$ cat src/rtl/controlador_dma_disco_pkg.sv
// Shared constants and state encoding for the disk DMA controller.
package controlador_dma_disco_pkg;

  localparam int unsigned WORD_W        = 32;
  localparam int unsigned EXT_W         = WORD_W + 1;
  localparam int unsigned DISK_SIZE_DEF = 500;
  localparam int unsigned MEM_SIZE_DEF  = 1024;

  typedef enum logic [1:0] {
    IDLE = 2'd0,
    XFER = 2'd1,
    FIN  = 2'd2
  } estado_t;

endpackage

$ cat src/rtl/mux_porta_disco.sv
// Disk-port multiplexer: the CPU always wins over the DMA engine.
module mux_porta_disco
  import controlador_dma_disco_pkg::*;
(
  input  logic              cpu_req_i,
  input  logic              cpu_we_i,
  input  logic [WORD_W-1:0] cpu_addr_i,
  input  logic [WORD_W-1:0] cpu_data_i,
  input  logic              dma_we_i,
  input  logic [WORD_W-1:0] dma_addr_i,
  input  logic [WORD_W-1:0] dma_data_i,
  output logic              disk_we_o,
  output logic [WORD_W-1:0] disk_addr_o,
  output logic [WORD_W-1:0] disk_datain_o
);

  always_comb begin
    disk_we_o     = dma_we_i;
    disk_addr_o   = dma_addr_i;
    disk_datain_o = dma_data_i;
    if (cpu_req_i) begin
      disk_we_o     = cpu_we_i;
      disk_addr_o   = cpu_addr_i;
      disk_datain_o = cpu_data_i;
    end
  end

endmodule

$ cat src/rtl/controlador_dma_disco.sv
// Disk <-> main-memory DMA engine, one word per cycle, stalled by CPU disk accesses.
module controlador_dma_disco
  import controlador_dma_disco_pkg::*;
#(
  parameter int unsigned DISK_SIZE = DISK_SIZE_DEF,
  parameter int unsigned MEM_SIZE  = MEM_SIZE_DEF
) (
  input  logic              clk,
  input  logic              reset,
  input  logic              start,
  input  logic              dir,
  input  logic [WORD_W-1:0] disk_base,
  input  logic [WORD_W-1:0] mem_base,
  input  logic [WORD_W-1:0] length,
  output logic              busy,
  output logic              done,
  output logic              err,
  input  logic              cpu_req,
  input  logic              cpu_we,
  input  logic [WORD_W-1:0] cpu_addr,
  input  logic [WORD_W-1:0] cpu_data,
  output logic              disk_we,
  output logic [WORD_W-1:0] disk_addr,
  output logic [WORD_W-1:0] disk_datain,
  input  logic [WORD_W-1:0] disk_dataout,
  output logic              mem_we,
  output logic [WORD_W-1:0] mem_addr,
  output logic [WORD_W-1:0] mem_datain,
  input  logic [WORD_W-1:0] mem_dataout
);

  estado_t           state_q, state_d;
  logic              dir_q, dir_d;
  logic              err_q, err_d;
  logic [WORD_W-1:0] disk_base_q, disk_base_d;
  logic [WORD_W-1:0] mem_base_q, mem_base_d;
  logic [WORD_W-1:0] len_q, len_d;
  logic [WORD_W-1:0] i_q, i_d;

  logic [EXT_W-1:0]  disk_end, mem_end;
  logic              range_bad, last_word;
  logic              dma_disk_we;
  logic [WORD_W-1:0] dma_disk_addr;

  // 33-bit end addresses so an oversized request can never wrap past the check
  assign disk_end  = {1'b0, disk_base} + {1'b0, length};
  assign mem_end   = {1'b0, mem_base} + {1'b0, length};
  assign range_bad = (disk_end > EXT_W'(DISK_SIZE)) || (mem_end > EXT_W'(MEM_SIZE));
  assign last_word = (i_q == (len_q - WORD_W'(1)));

  always_ff @(posedge clk or posedge reset) begin
    if (reset) state_q <= IDLE;
    else       state_q <= state_d;
  end

  always_ff @(posedge clk or posedge reset) begin
    if (reset) begin
      dir_q       <= 1'b0;
      err_q       <= 1'b0;
      disk_base_q <= '0;
      mem_base_q  <= '0;
      len_q       <= '0;
      i_q         <= '0;
    end else begin
      dir_q       <= dir_d;
      err_q       <= err_d;
      disk_base_q <= disk_base_d;
      mem_base_q  <= mem_base_d;
      len_q       <= len_d;
      i_q         <= i_d;
    end
  end

  // A CPU request freezes the engine; FIN still retires so done stays a single pulse
  always_comb begin
    state_d     = state_q;
    dir_d       = dir_q;
    err_d       = err_q;
    disk_base_d = disk_base_q;
    mem_base_d  = mem_base_q;
    len_d       = len_q;
    i_d         = i_q;
    case (state_q)
      IDLE: begin
        if (start && !cpu_req) begin
          dir_d       = dir;
          disk_base_d = disk_base;
          mem_base_d  = mem_base;
          len_d       = length;
          i_d         = '0;
          err_d       = range_bad;
          if (range_bad || (length == '0)) state_d = FIN;
          else                             state_d = XFER;
        end
      end
      XFER: begin
        if (!cpu_req) begin
          i_d = i_q + WORD_W'(1);
          if (last_word) state_d = FIN;
        end
      end
      FIN:     state_d = IDLE;
      default: state_d = IDLE;
    endcase
  end

  always_comb begin
    busy          = (state_q == XFER);
    done          = (state_q == FIN);
    err           = err_q;
    mem_we        = (state_q == XFER) && !dir_q && !cpu_req;
    dma_disk_we   = (state_q == XFER) && dir_q;
    mem_addr      = mem_base_q + i_q;
    dma_disk_addr = disk_base_q + i_q;
    mem_datain    = disk_dataout;
  end

  mux_porta_disco u_mux (
    .cpu_req_i     (cpu_req),
    .cpu_we_i      (cpu_we),
    .cpu_addr_i    (cpu_addr),
    .cpu_data_i    (cpu_data),
    .dma_we_i      (dma_disk_we),
    .dma_addr_i    (dma_disk_addr),
    .dma_data_i    (mem_dataout),
    .disk_we_o     (disk_we),
    .disk_addr_o   (disk_addr),
    .disk_datain_o (disk_datain)
  );

endmodule

$ cat config.mk
export PLATFORM = sky130hd
export DESIGN_NAME = controlador_dma_disco
export DESIGN_NICKNAME = d
export VERILOG_FILES = /design/src/rtl/controlador_dma_disco_pkg.sv /design/src/rtl/mux_porta_disco.sv /design/src/rtl/controlador_dma_disco.sv
export SDC_FILE = /design/constraint.sdc
export NUM_CORES = 1
export LEC_CHECK = 0
export BUFFER_PORTS_ARGS = -buffer_cell sky130_fd_sc_hd__buf_2
export CORE_MARGIN = 3
export CORE_UTILIZATION = 45
export CTS_BUF_LIST = sky130_fd_sc_hd__clkbuf_2 sky130_fd_sc_hd__clkbuf_4 sky130_fd_sc_hd__clkbuf_8
export DETAILED_ROUTE_END_ITERATION = 16
export GPL_TIMING_DRIVEN = 0
export PLACE_DENSITY_LB_ADDON = 0.25
export SYNTH_ARGS = -nofsm -noshare
export SYNTH_HDL_FRONTEND = slang
export SYNTH_SLANG_ARGS = --single-unit
$ cat constraint.sdc
create_clock -name clk -period 6.92 [get_ports clk]
set_input_delay 1.384 -clock clk [delete_from_list [all_inputs] [get_ports clk]]
set_output_delay 1.384 -clock clk [all_outputs]
set_load 0.05 [all_outputs]
Word-level counts from Yosys, hierarchy flattened
Index checks and enable logic that the tools add are counted.

storage, ports and cells
  register bits after elaboration = 132
  bits of input ports = 230

cells by class
  add/sub/neg operators = 6
  $lt $le $gt $ge = 2
  equality and inequality tests = 6
  mux-type cells = 11
  reductions and logical operators = 14

operator list
  kind                     count
  $mux W32                 4
  $add A32 B32 Y33         2
  $add A32 B32 Y32         2
  $pmux W32 S2             1
  $gt A33 B11 Y1 const B   1
  $gt A33 B9 Y1 const B    1
  $add A32 B1 Y32 const B  1
  $eq A32 B32 Y1           1
  $logic_not A32 Y1        1
  $sub A32 B1 Y32 const B  1
  $mux W2                  4
  $reduce_and A3 Y1        2
  $logic_and A1 B1 Y1      4
  $ne A2 B2 Y1 const B     2
  $pmux W2 S2              1
  $eq A2 B1 Y1 const B     1
  $eq A2 B2 Y1 const B     1
  $logic_not A1 Y1         2
  $logic_not A2 Y1         1
  $logic_or A1 B1 Y1       2
  $ne A2 B1 Y1 const B     1
  $reduce_and A2 Y1        1
  $reduce_bool A2 Y1       1
  $mux W1                  1

Longest topological paths before layout
  word-level depth = 7
  depth in mapped cells = 14

Cells and area by module
Synthesis repeated with hierarchy kept, for this count alone.

unflattened totals
  cell total of the unflattened synthesis = 1639
  area, all modules = 14268.7 µm²

by module, submodules not included
  module                 instances  cells an instance  area an instance (µm²)  seq. area each (µm²)
  controlador_dma_disco  1          1567               13276.5                 3303.2
  mux_porta_disco        1          72                 992.2                   0.0

Least setup slack after synthesis
OpenSTA, ideal clock, no wires.

  kind = register to output
  from = register i_q[0]
  to = output disk_addr[30]
  arrival = 4.041 ns
  data required time = 5.536 ns
  path slack = 1.495 ns
  cell stages (with the launch flop) = 15
  path buffers = 0
  cell sequence = dfrtp_1 ha_1 inv_1 fa_1 nand2b_1 a211o_1 nand3_1 a21oi_1 o31ai_1 a31oi_1 o211ai_1 a21oi_1 a21oi_1 nor3_1 o31ai_1

on the way
  longest elaborated chain between the ends = 2

ends and longest elaborated chain
  item                    RTL line                      text
  from (decl)             controlador_dma_disco.sv:38   logic [WORD_W-1:0] i_q, i_d;
  from (signal assigned)  controlador_dma_disco.sv:70   i_q <= i_d;
  $add A32 B32 Y32        controlador_dma_disco.sv:114  dma_disk_addr = disk_base_q + i_q;
  $mux W32                mux_porta_disco.sv:21         if (cpu_req_i) begin
  to (decl)               controlador_dma_disco.sv:23   output logic [WORD_W-1:0] disk_addr,

No other way between the ends.

Final worst setup path
Same ends and word-level chain as after synthesis.

==> results.md <==
- Library cell occupying the most area in the post-synthesis netlist: sky130_fd_sc_hd__dfrtp_1
- Hold Buf Count CTS: 0
- Number of warning messages in the yosys log: 0
- Met3 global-route usage: 0.0347
- Starting density of the core: 0.462
- Setup TNS: 0 ps
- Net Switching: 1.41 mW
- HP Class: register to register
- Flop2flop setup slack: 2990 ps
- Number of global-route vias before repair: 14400
- Most common cell in the netlist: sky130_fd_sc_hd__nand2_1
- Total standard cell area after synthesis: 0.0143 mm2
- Power density of the placed cells: 183 mW/mm2
- Max-cap violations: 0
- Hold Vio Cnt, Final: 0
- Clock H-tree levels: 4
- Core Box Area: 0.0309 mm2
- Synth Instances: 1890
- Most used standard cells in the synthesized netlist: 407 x sky130_fd_sc_hd__nand2_1, 136 x sky130_fd_sc_hd__nor2_1, 132 x sky130_fd_sc_hd__dfrtp_1, 128 x sky130_fd_sc_hd__ha_1, 120 x sky130_fd_sc_hd__o21ai_0
- Relative slew slack: 0.341
- Total Nets Final: 2602
- Busiest grt layer: met2
- CTS Root Buffer Type: sky130_fd_sc_hd__clkbuf_8
- Switching portion of total power: 0.457
- Outcome: complete, no violations
- Post-placement setup slack: 939 ps
- Post-synthesis sequential element count: 132
- # port buffers: 330
- Non-Filler Instances: 2651
- R2r worst-path depth: 12
- GR Overflow Total: 0
- Number of DRC markers after the initial detailed-route iteration: 1268
- # IOs: 363
- Die extent in x: 184 um
- Final total power: 3.09 mW
- Antenna Violating Nets Remaining: 0
- Cell count of the worst hold path: 2
- Crit Path Category: register to output pin
- Post-synthesis to final-layout area growth: 18.1%
- Post-route minimum period: 5970 ps
- Worst Path Arrival: 4590 ps
- Number of nets in the synthesized netlist: 2252
- Share of final-layout standard cells stronger than drive strength 1: 0.206
- Final Util: 0.545
- Crit path capture type: output pin
- Die area: 0.0339 mm2
- Worst slew pin tran: 979 ps
- Num CTS Buffers: 17
- Area contributors post-synth: sky130_fd_sc_hd__dfrtp_1 23%, sky130_fd_sc_hd__ha_1 11%, sky130_fd_sc_hd__nand2_1 11%
- Launch instance of the worst min-delay path: disk_base_q[26]$_DFFE_PP0P_
- Count of flip-flops with a built-in enable after synthesis: 0
- Drt via density: 5.79
- Maximum buffer depth of the clock tree: 2
- Critical path data required time: 5540 ps
- Pin count of the biggest net entering global routing: 73
- Worst hold slack across all endpoints: 487 ps
- Clock Skew: 17.9 ps
- Final slew viol count: 0
- Post-DR wirelength/cell: 20.5 um
- Placed cell count: 2617
- Type of origin of the critical path: register
- Crit Reg-Reg Endpoint: state_q[1]$_DFFE_PP0P_
- Flop pwr share: 0.313
- Source of the worst register-to-register timing path: len_q[5]$_DFFE_PP0P_
- Global-route wire length before repair: 80800 um
- Resize count post-CTS: 0
- Met1 track utilization from global routing: 0.390
- Primary FF master, synth: sky130_fd_sc_hd__dfrtp_1
- Internal power component: 1.67 mW
- Unrepaired setup endpoints after global routing: false
- Y dimension of the die: 184 um
- Clock transition at path regs: 80 ps
- Met2 GRT Util: 0.527
- TritonCTS clock tree: done
- Clock latency on the worst-skew pair: 470 ps
- Post-detailed-routing wire length: 54300 um
- Final Cell Area: 0.0169 mm2
- Detailed-route DRC error count: 0
- Max VDD drop: 0.000101 V
- Proportion of register bits with asynchronous set or reset after synthesis: 1.00
- Setup-violating endpoint count in the final report: 0
- Number of cell rows: 64
- Total number of vias: 15300
- Global-route usage over all layers: 0.307
- Setup ws final: 947 ps
- LEAKAGE: 8.30 nW
- Max Fclk: 167 MHz
- Count of TritonRoute iterations in the first routing pass: 5
- Num Clock Sinks: 132
- Hold-critical path endpoint: disk_base_q[26]$_DFFE_PP0P_
- Average cell area after synthesis: 7.55 um2
- Portion of total power attributed to combinational logic: 0.466
- DPL Wire Length: 45300 um
- Total setup buffers inserted after CTS: 0
- Placer Congestion: 0.942
- Initial antenna violation count: 2
- Top cell type's share of synthesized area: 0.231
- Maximum fanout count along the critical path: 7
- Area after detailed placement: 0.0165 mm2
- Post-synthesis sequential area ratio: 0.231
- Clock share of power: 0.221
- Period Utilization, post-route: 0.863
- Post-synthesis cell type count: 88
-- worst max-delay path: stages (launching register included) --
cell	delay [ps]
sky130_fd_sc_hd__dfrtp_1	530
sky130_fd_sc_hd__ha_1	250
sky130_fd_sc_hd__inv_1	60
sky130_fd_sc_hd__fa_1	400
sky130_fd_sc_hd__nand2b_1	200
sky130_fd_sc_hd__a211o_1	270
sky130_fd_sc_hd__nand3_1	90
sky130_fd_sc_hd__a21oi_1	120
sky130_fd_sc_hd__o31ai_1	580
sky130_fd_sc_hd__a31oi_1	280
sky130_fd_sc_hd__o211ai_1	380
sky130_fd_sc_hd__a21oi_1	150
sky130_fd_sc_hd__a21oi_1	230
sky130_fd_sc_hd__nor3_1	70
sky130_fd_sc_hd__o31ai_1	210
sky130_fd_sc_hd__buf_2	300
-- power groups by stage --
stage	logic, mW	registers (mW)	clock network (mW)
after floorplan	1.04	0.945	0
after global placement	1.40	0.975	0
after detailed placement	1.42	0.978	0
after CTS	1.43	0.963	0.686
after global routing	1.56	0.978	0.720
final	1.44	0.966	0.682
-- layout by cell type, fill, tap and decap left out, types with 14 or more instances in the layout --
cell,n
sky130_fd_sc_hd__a211oi_1,18
sky130_fd_sc_hd__a21o_1,43
sky130_fd_sc_hd__a21oi_1,103
sky130_fd_sc_hd__and3_1,17
sky130_fd_sc_hd__buf_2,333
sky130_fd_sc_hd__buf_4,32
sky130_fd_sc_hd__clkbuf_1,67
sky130_fd_sc_hd__clkbuf_8,17
sky130_fd_sc_hd__dfrtp_1,132
sky130_fd_sc_hd__ha_1,128
sky130_fd_sc_hd__inv_1,37
sky130_fd_sc_hd__mux2_2,37
sky130_fd_sc_hd__mux2i_1,16
sky130_fd_sc_hd__nand2_1,407
sky130_fd_sc_hd__nand2b_1,25
sky130_fd_sc_hd__nand3_1,49
sky130_fd_sc_hd__nand4_1,36
sky130_fd_sc_hd__nor2_1,136
sky130_fd_sc_hd__nor2b_1,14
sky130_fd_sc_hd__nor3_1,59
sky130_fd_sc_hd__nor4_1,22
sky130_fd_sc_hd__o21a_1,15
sky130_fd_sc_hd__o21ai_0,120
sky130_fd_sc_hd__o21bai_1,16
sky130_fd_sc_hd__xnor2_1,79
sky130_fd_sc_hd__xor2_1,63
-- layout make-up --
type	count	area, um2
diodes	2	5.00
well taps	396	495
clock inverters	15	168
inverters	38	148
repair buffers	331	1680
flip-flops and latches	132	3300
fillers	3002	14000
multi-input cells	1612	10300
clock buffers	17	234
plain buffers	108	537
-- layer usage --
metal | up-vias | part of all wire
met1 | 7155 | 0.41
li1 | 7474 | -
met4 | 0 | 0.041
met2 | 611 | 0.48
met3 | 109 | 0.070
met5 | - | 0
-- sequential cells by signal (all words and copies together) (netlist names) --
signal	cells
disk_base_q	32
i_q	32
state_q	2
err	1
dir_q	1
mem_base_q	32
len_q	32
-- worst max-delay path by stage --
stage	from	to	slack, ps	cells past startpoint
after floorplan	i_q[0]$_DFFE_PP0P_	disk_addr[30]	1500	14
after global placement	reset	mem_base_q[0]$_DFFE_PP0P_	580	2
after detailed placement	length[0]	state_q[0]$_DFFE_PP0P_	940	14
after CTS	i_q[0]$_DFFE_PP0P_	disk_addr[30]	940	15
after global routing	i_q[0]$_DFFE_PP0P_	disk_addr[30]	660	15
final	i_q[0]$_DFFE_PP0P_	disk_addr[30]	950	15
-- logic make-up after synthesis --
| logic type | Yosys count | share of synthesized area |
|---|---|---|
| AND/OR/NAND/NOR | 839 | 0.271 |
| XOR/XNOR | 142 | 0.0871 |
| flip-flops | 132 | 0.231 |
| multiplexers | 53 | 0.0404 |
| AO/OA/AOI/OAI | 446 | 0.204 |
| buffers and inverters | 146 | 0.0476 |
| adder cells (fa/ha/maj) | 132 | 0.118 |
Power figures use the tool's default switching activity.
